--- src/rtl/reg_pipe_n_if.sv ---
// Valid/ready stream bundle used on both sides of reg_pipe_n.
// The master drives valid/data and the slave drives ready.
interface reg_pipe_n_if #(
  parameter int N = 32
);
  logic         valid;
  logic         ready;
  logic [N-1:0] data;

  modport master (output valid, output data, input ready);
  modport slave  (input valid, input data, output ready);
endinterface

--- src/rtl/reg_pipe_n.sv ---
// DEPTH-stage elastic pipeline register with bubble collapse, backpressure and flush.
// Optional transfer/stall counters are enabled with `define REG_PIPE_STATS_EN.
module reg_pipe_n #(
  parameter int  N     = 32,
  parameter int  DEPTH = 4,
  localparam int OW    = $clog2(DEPTH + 1)
) (
  input  logic           clk,
  input  logic           reset,
  input  logic           flush,
  reg_pipe_n_if.slave    up,
  reg_pipe_n_if.master   dn,
  output logic [OW-1:0]  occupancy
`ifdef REG_PIPE_STATS_EN
  ,
  output logic [31:0]    stat_xfers,
  output logic [31:0]    stat_stalls
`endif
);

  logic [N-1:0]     data_q [DEPTH];
  logic [N-1:0]     data_d [DEPTH];
  logic [DEPTH-1:0] v_q;
  logic [DEPTH-1:0] v_d;
  logic [DEPTH-1:0] adv;
  logic [DEPTH-1:0] load;
  logic [OW-1:0]    occ_q;
  logic [OW-1:0]    occ_d;
  logic             in_ready;

  // Advance ripples back from the output so a stalled tail still lets words close gaps.
  always_comb begin
    adv          = '0;
    adv[DEPTH-1] = v_q[DEPTH-1] & dn.ready;
    for (int i = DEPTH - 2; i >= 0; i--) begin
      adv[i] = v_q[i] & (~v_q[i+1] | adv[i+1]);
    end
  end

  always_comb begin
    in_ready = ~flush & (~v_q[0] | adv[0]);
    load     = '0;
    load[0]  = up.valid & in_ready;
    for (int i = 1; i < DEPTH; i++) begin
      load[i] = adv[i-1];
    end
  end

  always_comb begin
    data_d[0] = load[0] ? up.data : data_q[0];
    for (int i = 1; i < DEPTH; i++) begin
      data_d[i] = load[i] ? data_q[i-1] : data_q[i];
    end
    v_d = flush ? '0 : (load | (v_q & ~adv));
    occ_d = '0;
    for (int i = 0; i < DEPTH; i++) begin
      occ_d = occ_d + OW'(v_d[i]);
    end
  end

  always_ff @(posedge clk) begin
    if (!reset) begin
      v_q   <= '0;
      occ_q <= '0;
      for (int i = 0; i < DEPTH; i++) begin
        data_q[i] <= '0;
      end
    end else begin
      v_q   <= v_d;
      occ_q <= occ_d;
      for (int i = 0; i < DEPTH; i++) begin
        data_q[i] <= data_d[i];
      end
    end
  end

  assign up.ready  = in_ready;
  assign dn.valid  = v_q[DEPTH-1];
  assign dn.data   = data_q[DEPTH-1];
  assign occupancy = occ_q;

`ifdef REG_PIPE_STATS_EN
  logic [31:0] xfers_q;
  logic [31:0] xfers_d;
  logic [31:0] stalls_q;
  logic [31:0] stalls_d;

  // Both counters saturate and survive flush; only reset clears them.
  always_comb begin
    xfers_d  = xfers_q;
    stalls_d = stalls_q;
    if (v_q[DEPTH-1] & dn.ready & ~(&xfers_q)) begin
      xfers_d = xfers_q + 32'd1;
    end
    if (v_q[DEPTH-1] & ~dn.ready & ~(&stalls_q)) begin
      stalls_d = stalls_q + 32'd1;
    end
  end

  always_ff @(posedge clk) begin
    if (!reset) begin
      xfers_q  <= '0;
      stalls_q <= '0;
    end else begin
      xfers_q  <= xfers_d;
      stalls_q <= stalls_d;
    end
  end

  assign stat_xfers  = xfers_q;
  assign stat_stalls = stalls_q;
`endif

endmodule

--- src/flat_wrapper.sv ---
// flat-port wrapper written by rule: the top's interface ports become plain ports
module reg_pipe_n_flat 
#(
  parameter int  N     = 32,
  parameter int  DEPTH = 4,
  localparam int OW    = $clog2(DEPTH + 1)
)
  (clk, reset, flush, occupancy, up_valid, up_data, up_ready, dn_valid, dn_data, dn_ready);
  reg_pipe_n_if #(.N(N)) up_i ();
  reg_pipe_n_if #(.N(N)) dn_i ();
  input  logic clk;
  input  logic reset;
  input  logic flush;
  output logic [OW-1:0] occupancy;
  input wire logic [$bits(up_i.valid)-1:0] up_valid;
  input wire logic [$bits(up_i.data)-1:0] up_data;
  output wire logic [$bits(up_i.ready)-1:0] up_ready;
  output wire logic [$bits(dn_i.valid)-1:0] dn_valid;
  output wire logic [$bits(dn_i.data)-1:0] dn_data;
  input wire logic [$bits(dn_i.ready)-1:0] dn_ready;
  assign up_i.valid = up_valid;
  assign up_i.data = up_data;
  assign up_ready = up_i.ready;
  assign dn_valid = dn_i.valid;
  assign dn_data = dn_i.data;
  assign dn_i.ready = dn_ready;
  reg_pipe_n #(.N(N), .DEPTH(DEPTH)) u_core (.clk(clk), .reset(reset), .flush(flush), .up(up_i), .dn(dn_i), .occupancy(occupancy));
endmodule
--- config.mk ---
export PLATFORM = sky130hd
export DESIGN_NAME = reg_pipe_n_flat
export DESIGN_NICKNAME = d
export VERILOG_FILES = /design/src/rtl/reg_pipe_n_if.sv /design/src/rtl/reg_pipe_n.sv /design/src/flat_wrapper.sv
export SDC_FILE = /design/constraint.sdc
export NUM_CORES = 1
export LEC_CHECK = 0
export CORE_MARGIN = 4
export CORE_UTILIZATION = 36
export CTS_BUF_LIST = sky130_fd_sc_hd__clkbuf_4 sky130_fd_sc_hd__clkbuf_8 sky130_fd_sc_hd__clkbuf_16
export CTS_CLUSTER_DIAMETER = 200
export DETAILED_ROUTE_END_ITERATION = 8
export GPL_TIMING_DRIVEN = 0
export HOLD_SLACK_MARGIN = 0.02
export PLACE_DENSITY_LB_ADDON = 0.15
export SLEW_MARGIN = 5
export SYNTH_ARGS = -nofsm -noshare
export SYNTH_HDL_FRONTEND = slang
export SYNTH_SLANG_ARGS = --single-unit
--- constraint.sdc ---
create_clock -name clk -period 3.2 [get_ports clk]
set_clock_uncertainty 0.1 [all_clocks]
set_input_delay 0.48 -clock clk [delete_from_list [all_inputs] [get_ports clk]]
set_output_delay 0.48 -clock clk [all_outputs]
set_load 0.05 [all_outputs]
==> results of run 1 <==
report_power, final:
group          total, mW  internal, mW  switching [mW]
Combinational      0.180        0.0833          0.0964
Sequential          1.72          1.71         0.00864
Clock               2.10          1.43           0.674
Total               4.00          3.22           0.779
worst min-delay path: stages (launching register included):
cell and delay, ns:
dfxtp_1 0.31, nand2_1 0.05, mux2i_1 0.05
how the worst min path moves through the flow:
| stage | start | end | slack (ns) | cells past startpoint |
|---|---|---|---|---|
| 3_3_place_gp | u_core.data_q[1][30]$_SDFFE_PN0P_ | u_core.data_q[1][30]$_SDFFE_PN0P_ | 0.35 | 2 |
| 2_1_floorplan | u_core.data_q[1][0]$_SDFFE_PN0P_ | u_core.data_q[1][0]$_SDFFE_PN0P_ | 0.34 | 2 |
| 4_1_cts | u_core.data_q[1][3]$_SDFFE_PN0P_ | u_core.data_q[1][3]$_SDFFE_PN0P_ | 0.36 | 2 |
| 5_1_grt | u_core.data_q[1][22]$_SDFFE_PN0P_ | u_core.data_q[1][22]$_SDFFE_PN0P_ | 0.38 | 2 |
| 3_5_place_dp | u_core.data_q[1][3]$_SDFFE_PN0P_ | u_core.data_q[1][3]$_SDFFE_PN0P_ | 0.35 | 2 |
| 6_report | u_core.data_q[1][3]$_SDFFE_PN0P_ | u_core.data_q[1][3]$_SDFFE_PN0P_ | 0.36 | 2 |
cells in the mapped netlist:
| master | count |
|---|---|
| a21oi_1 | 67 |
| a311oi_4 | 1 |
| a31oi_1 | 2 |
| and2_1 | 5 |
| and3b_1 | 1 |
| buf_1 | 2 |
| buf_2 | 1 |
| buf_4 | 3 |
| buf_6 | 5 |
| clkbuf_1 | 41 |
| dfxtp_1 | 135 |
| fa_1 | 1 |
| ha_1 | 2 |
| inv_1 | 3 |
| inv_2 | 1 |
| mux2i_1 | 64 |
| nand2_1 | 96 |
| nand2b_1 | 2 |
| nand3_1 | 64 |
| nand3b_1 | 1 |
| nor2_1 | 4 |
| nor2b_1 | 1 |
| o21ai_0 | 64 |
| o21ai_1 | 1 |
flip-flops by register name, summed over array words and instances (netlist names):
signal and count:
u_core.occupancy 3, u_core.v_q 4, u_core.data_q 128
per-layer routing:
| metal | vias to the layer above | routed length, um |
|---|---|---|
| li1 | 2136 | - |
| met1 | 1867 | 5940 |
| met2 | 90 | 4890 |
| met3 | 18 | 586 |
| met4 | 0 | 223 |
| met5 | - | 0 |
what timing repair did:
action / 4_1_cts / 5_1_grt
resized for setup: 1 / 0
endpoints found under the hold margin: 0 / 0
setup endpoints to repair: 1 / 0
per-stage QoR:
stage	hold slack, ns	utilization (%)	worst slack, ns	power, mW
after floorplan	0.338	-	0.542	1.86
final	0.359	48.3	0.191	4.00
after detailed placement	0.354	43.6	-0.142	1.94
after global placement	0.352	43.6	-0.101	1.93
after global routing	0.381	48.3	0.0926	4.14
after CTS	0.363	48.3	0.148	4.05
cells by family after synthesis:
family	Yosys count	synth area share (%)
AND/OR/NAND/NOR	174	14.9
buffers and inverters	56	5.09
adder cells (fa/ha/maj)	3	0.881
flip-flops	135	52.9
multiplexers	64	12.5
AO/OA/AOI/OAI	135	13.7
area by class of cell:
class / instances / area (um^2)
Buffer: 52 / 245
Clock buffer: 22 / 469
Clock inverter: 10 / 175
Fill cell: 1352 / 7180
Inverter: 4 / 15.0
Multi-Input combinational cell: 376 / 2150
Sequential cell: 135 / 2700
Tap cell: 180 / 225
Timing Repair Buffer: 72 / 719
==> metrics.txt, run 1 <==
Startpoint Class primary input; die height 127 um; Port Buffers 72; total negative slack 0 ns; Crit-path slowest cell dlygate4sd2_1; post-CTS setup buffers 0; DR vias 4111; Worst path max stage delay approximately 0.56 ns; row cnt 43; Worst R2R Setup Slack 0.55 ns; fmax 332 MHz; CTS tree yes; crit end category primary output; Clock Sinks 135; CTS H-tree lvls 4; period utilization 94.0%; Die Footprint 0.0162 mm^2; Crit. path cell count 6; synth top area cells dfxtp_1 53%, mux2i_1 13%, nand2_1 7.1%, a21oi_1 6.6%, nand3_1 6.3%; syn_nets 607; Final Setup Violations 0; post-route ant nets 0; met2 Use GR 22.0%; largest net degree at the start of global routing 17; R2R Path End u_core.occupancy[1]$_SDFF_PN0_; crit path launch dn_ready; syn_area_per_cell about 9 um^2; DRT iter0 DRCs 185; Pwr Density 597 mW/mm^2; R2R Path Start u_core.v_q[2]$_SDFF_PN0_; met1 Usage GRT 20.7%; worst-case reg-to-reg path depth 10; Hold-fix buffers, CTS 0; Starting Density between 30 and 40%; Pleak 2.52 nW; WL final 11600 um; Max Cap Violations 0; vias in the first global route 4006; post-DP HPWL roughly 8800 um; Worst-Margin Slew 0.639 ns; CTS Buffer Depth 2; initial antenna violation count 0; Hold Path Class reg2reg; clk slew on worst S/H paths approximately 0.050 ns; CP arrival 2.43 ns; gr busiest metal met2; slew margin rel. 57.1%; worst-path cell chain clkdlybuf4s50_1 > and3b_1 > buf_6 > clkbuf_1 > a31oi_1 > dlygate4sd2_1; minimum clock period around 3.0 ns; nets@finish 698; commonest non-fill, non-tap cells in the layout 135 x dfxtp_1, 96 x nand2_1, 71 x clkdlybuf4s50_1; register bit total from synthesis 135; antenna cell count 0; core area approximately 0.014 mm^2; Die W 127 um; cell count after synthesis 567; global route overflow 0; Max rail drop VDD between 0.3 and 0.4 mV; GRT Util Overall between 10% and 20%; clk_lat worst skew 0.42 ns; Final Hold Fails 0; dpl cell area slightly above 0.006 mm^2; drt wl/cell between 10 and 15 um; critical path required time 2.62 ns; I/O pins 74; crit path capture up_ready; Vias/cell 4.83; Pre-antenna DRT Iters 4; register area share after synthesis 52.9%; GP Congestion 0.733; RSZ-0062 raised after global routing no; Area growth, synth to finish 31.1%; # placed instances 819; Slew Viols, Final 0; post-synth cell types 24; commonest non-fill, non-tap cell in the layout dfxtp_1; Synth Warn # 0; Crit path max-delay family buffers and inverters; post-synthesis cell area 0.00511 mm^2; Worst Setup Path Type in2out; Non-Filler Instances 851; first-pass GRT wire length 19300 um; grt met3 use 4.68%; status finished, final reports clean; share of layout cells above drive strength 1 6.41%; post-synth top area share 52.9%; Final Instance Area 0.00670 mm^2; CTS Root Cell clkbuf_16; CP bufs+invs 4; CP Max Fanout 10; Residual DRC 0; Yosys top cell by area dfxtp_1; CTS buffer count 17
(Power assumes the default switching activity.)
==> run 2, diff against run 1 <==
--- a/config.mk
+++ b/config.mk
@@ -13,6 +13,7 @@
 export GPL_TIMING_DRIVEN = 0
 export HOLD_SLACK_MARGIN = 0.02
 export PLACE_DENSITY_LB_ADDON = 0.15
+export SKIP_CTS_REPAIR_TIMING = 1
 export SLEW_MARGIN = 5
 export SYNTH_ARGS = -nofsm -noshare
 export SYNTH_HDL_FRONTEND = slang
==> constraint.sdc (replaced) <==
create_clock -name clk -period 2.63 [get_ports clk]
set_clock_uncertainty 0.1 [all_clocks]
set_input_delay 0.3945 -clock clk [delete_from_list [all_inputs] [get_ports clk]]
set_output_delay 0.3945 -clock clk [all_outputs]
set_load 0.05 [all_outputs]
==> run 2 against run 1 <==
Sequential share of layout area decreased by 0.30 points. Setup slack got worse by 0.033 ns. Cell area increased by 0.80%. Register-to-register slack got worse by 0.30 ns. Clock power increased by 31%. First-iteration DRC count increased by 13%. Wire length increased by 0.52%. Via count about the same. Non-clock buffer count decreased by 1. Critical path type is now in2reg.
==> metrics.txt, run 2 (synthesized netlist as in run 1, its figures left out) <==
Hold Path Class reg2reg; share of layout cells above drive strength 1 6.57%; critical path required time 2.83 ns; Multi-input gate area 0.00215 mm^2; CP arrival 2.68 ns; Slew Viols, Final 0; fmax 405 MHz; Port Buffers 72; I/O pins 74; crit path launch dn_ready; global route overflow 0; Worst R2R Setup Slack roughly 0.25 ns; GRT Util Overall 15.1%; post-DP HPWL around 9000 um; GP Congestion 0.739; slew margin rel. 60.3%; antenna cell count 0; Non-Filler Instances 850; # placed instances 819; vias in the first global route 3990; clk_lat worst skew about 0.41 ns; commonest non-fill, non-tap cell in the layout dfxtp_1; clk slew on worst S/H paths 0.06 ns; Pwr Density 750 mW/mm^2; hold_sp u_core.data_q[1][3]$_SDFFE_PN0P_; period utilization 94.0%; Die Footprint 0.0162 mm^2; CP Max Fanout 18; Pre-antenna DRT Iters 4; Starting Density 36.8%; status finished, final reports clean; DRT iter0 DRCs 209; number of flip-flops in the largest register about 130; Final WS setup 0.158 ns; pre-CTS setup slack -0.493 ns; R2R Path End u_core.occupancy[1]$_SDFF_PN0_; Worst Setup Path Type in2reg; dpl cell area 0.00606 mm^2; CTS H-tree lvls 4; worst-case reg-to-reg path depth 9; WL final 11700 um; drt wl/cell between 10 and 15 um; minimum clock period 2.47 ns; first-pass GRT wire length between 15000 and 20000 um; initial antenna violation count 0; die height approximately 130 um; commonest non-fill, non-tap cells in the layout 134 x dfxtp_1, 96 x nand2_1, 71 x clkdlybuf4s50_1; Residual DRC 0; Clock Sinks 135; post-route ant nets 0; hold slack 0.358 ns; core area 0.0139 mm^2; row cnt between 40 and 50; Max rail drop VDD 0.416 mV; nets@finish ~700; register area ~0.0027 mm^2; largest reg by FF count u_core.data_q; Startpoint Class primary input; Die W 127 um; fill count roughly 1300; Final Setup Violations 0; CTS Root Cell clkbuf_16; Final Instance Area 0.00675 mm^2; CTS Buffer Depth 2; R2R Path Start u_core.v_q[2]$_SDFF_PN0_; RSZ-0062 raised after global routing no; largest net degree at the start of global routing 17; Final Hold Fails 0; WHS Path Cells 2; DR vias just over 4000; Worst-Margin Slew 0.592 ns; CTS buffer count 17; Pleak 2.53 nW; CTS tree yes; Area growth, synth to finish 32.1%; Max Cap Violations 0; crit end category flip-flop; sink of the worst hold path u_core.data_q[1][3]$_SDFFE_PN0P_; Vias/cell 4.83
-- run 2: cell type report --
cell class / count / area share (%)
flip-flops and latches: 135 / 40.0
multi-input cells: 376 / 31.8
plain buffers: 51 / 3.58
clock buffers: 19 / 6.61
well taps: 180 / 3.34
inverters: 4 / 0.222
clock inverters: 13 / 3.71
repair buffers: 72 / 10.7
-- run 2: where the power goes --
group	internal [mW]	switching, mW	leakage, nW
clock	1.90	0.851	0.329
combinational	0.102	0.117	1.11
sequential	2.08	0.0105	1.09
-- run 2: critical path: stages --
cell,delay [ns]
clkdlybuf4s50_1,0.51
and3b_1,0.20
buf_6,0.15
a31oi_1,0.23
nor2_1,0.07
ha_1,0.32
fa_1,0.37
ha_1,0.27
and2_1,0.16
-- run 2: layer usage --
layer  global-route usage, %  vias up  routed length (um)
met2                    21.8       80                4990
met1                    21.3     1885                6140
met4                    6.12        0                 142
li1                        -     2131                   -
met5                       0        -                   0
met3                    4.31       13                 424
-- run 2: worst max path at each step --
stage                                endpoint
4_1_cts                              up_ready
3_3_place_gp                         up_ready
2_1_floorplan  u_core.occupancy[1]$_SDFF_PN0_
3_5_place_dp                         up_ready
6_report       u_core.occupancy[1]$_SDFF_PN0_
5_1_grt        u_core.occupancy[1]$_SDFF_PN0_
-- run 2: per-stage QoR --
step                      utilization (%)  setup TNS, ns  power (mW)
after floorplan                         -              0        2.26
after global placement               43.6          -1.62        2.35
after detailed placement             43.6          -1.58        2.36
after CTS                            48.7         -0.515        5.12
after global routing                 48.6              0        5.23
final                                48.6              0        5.06
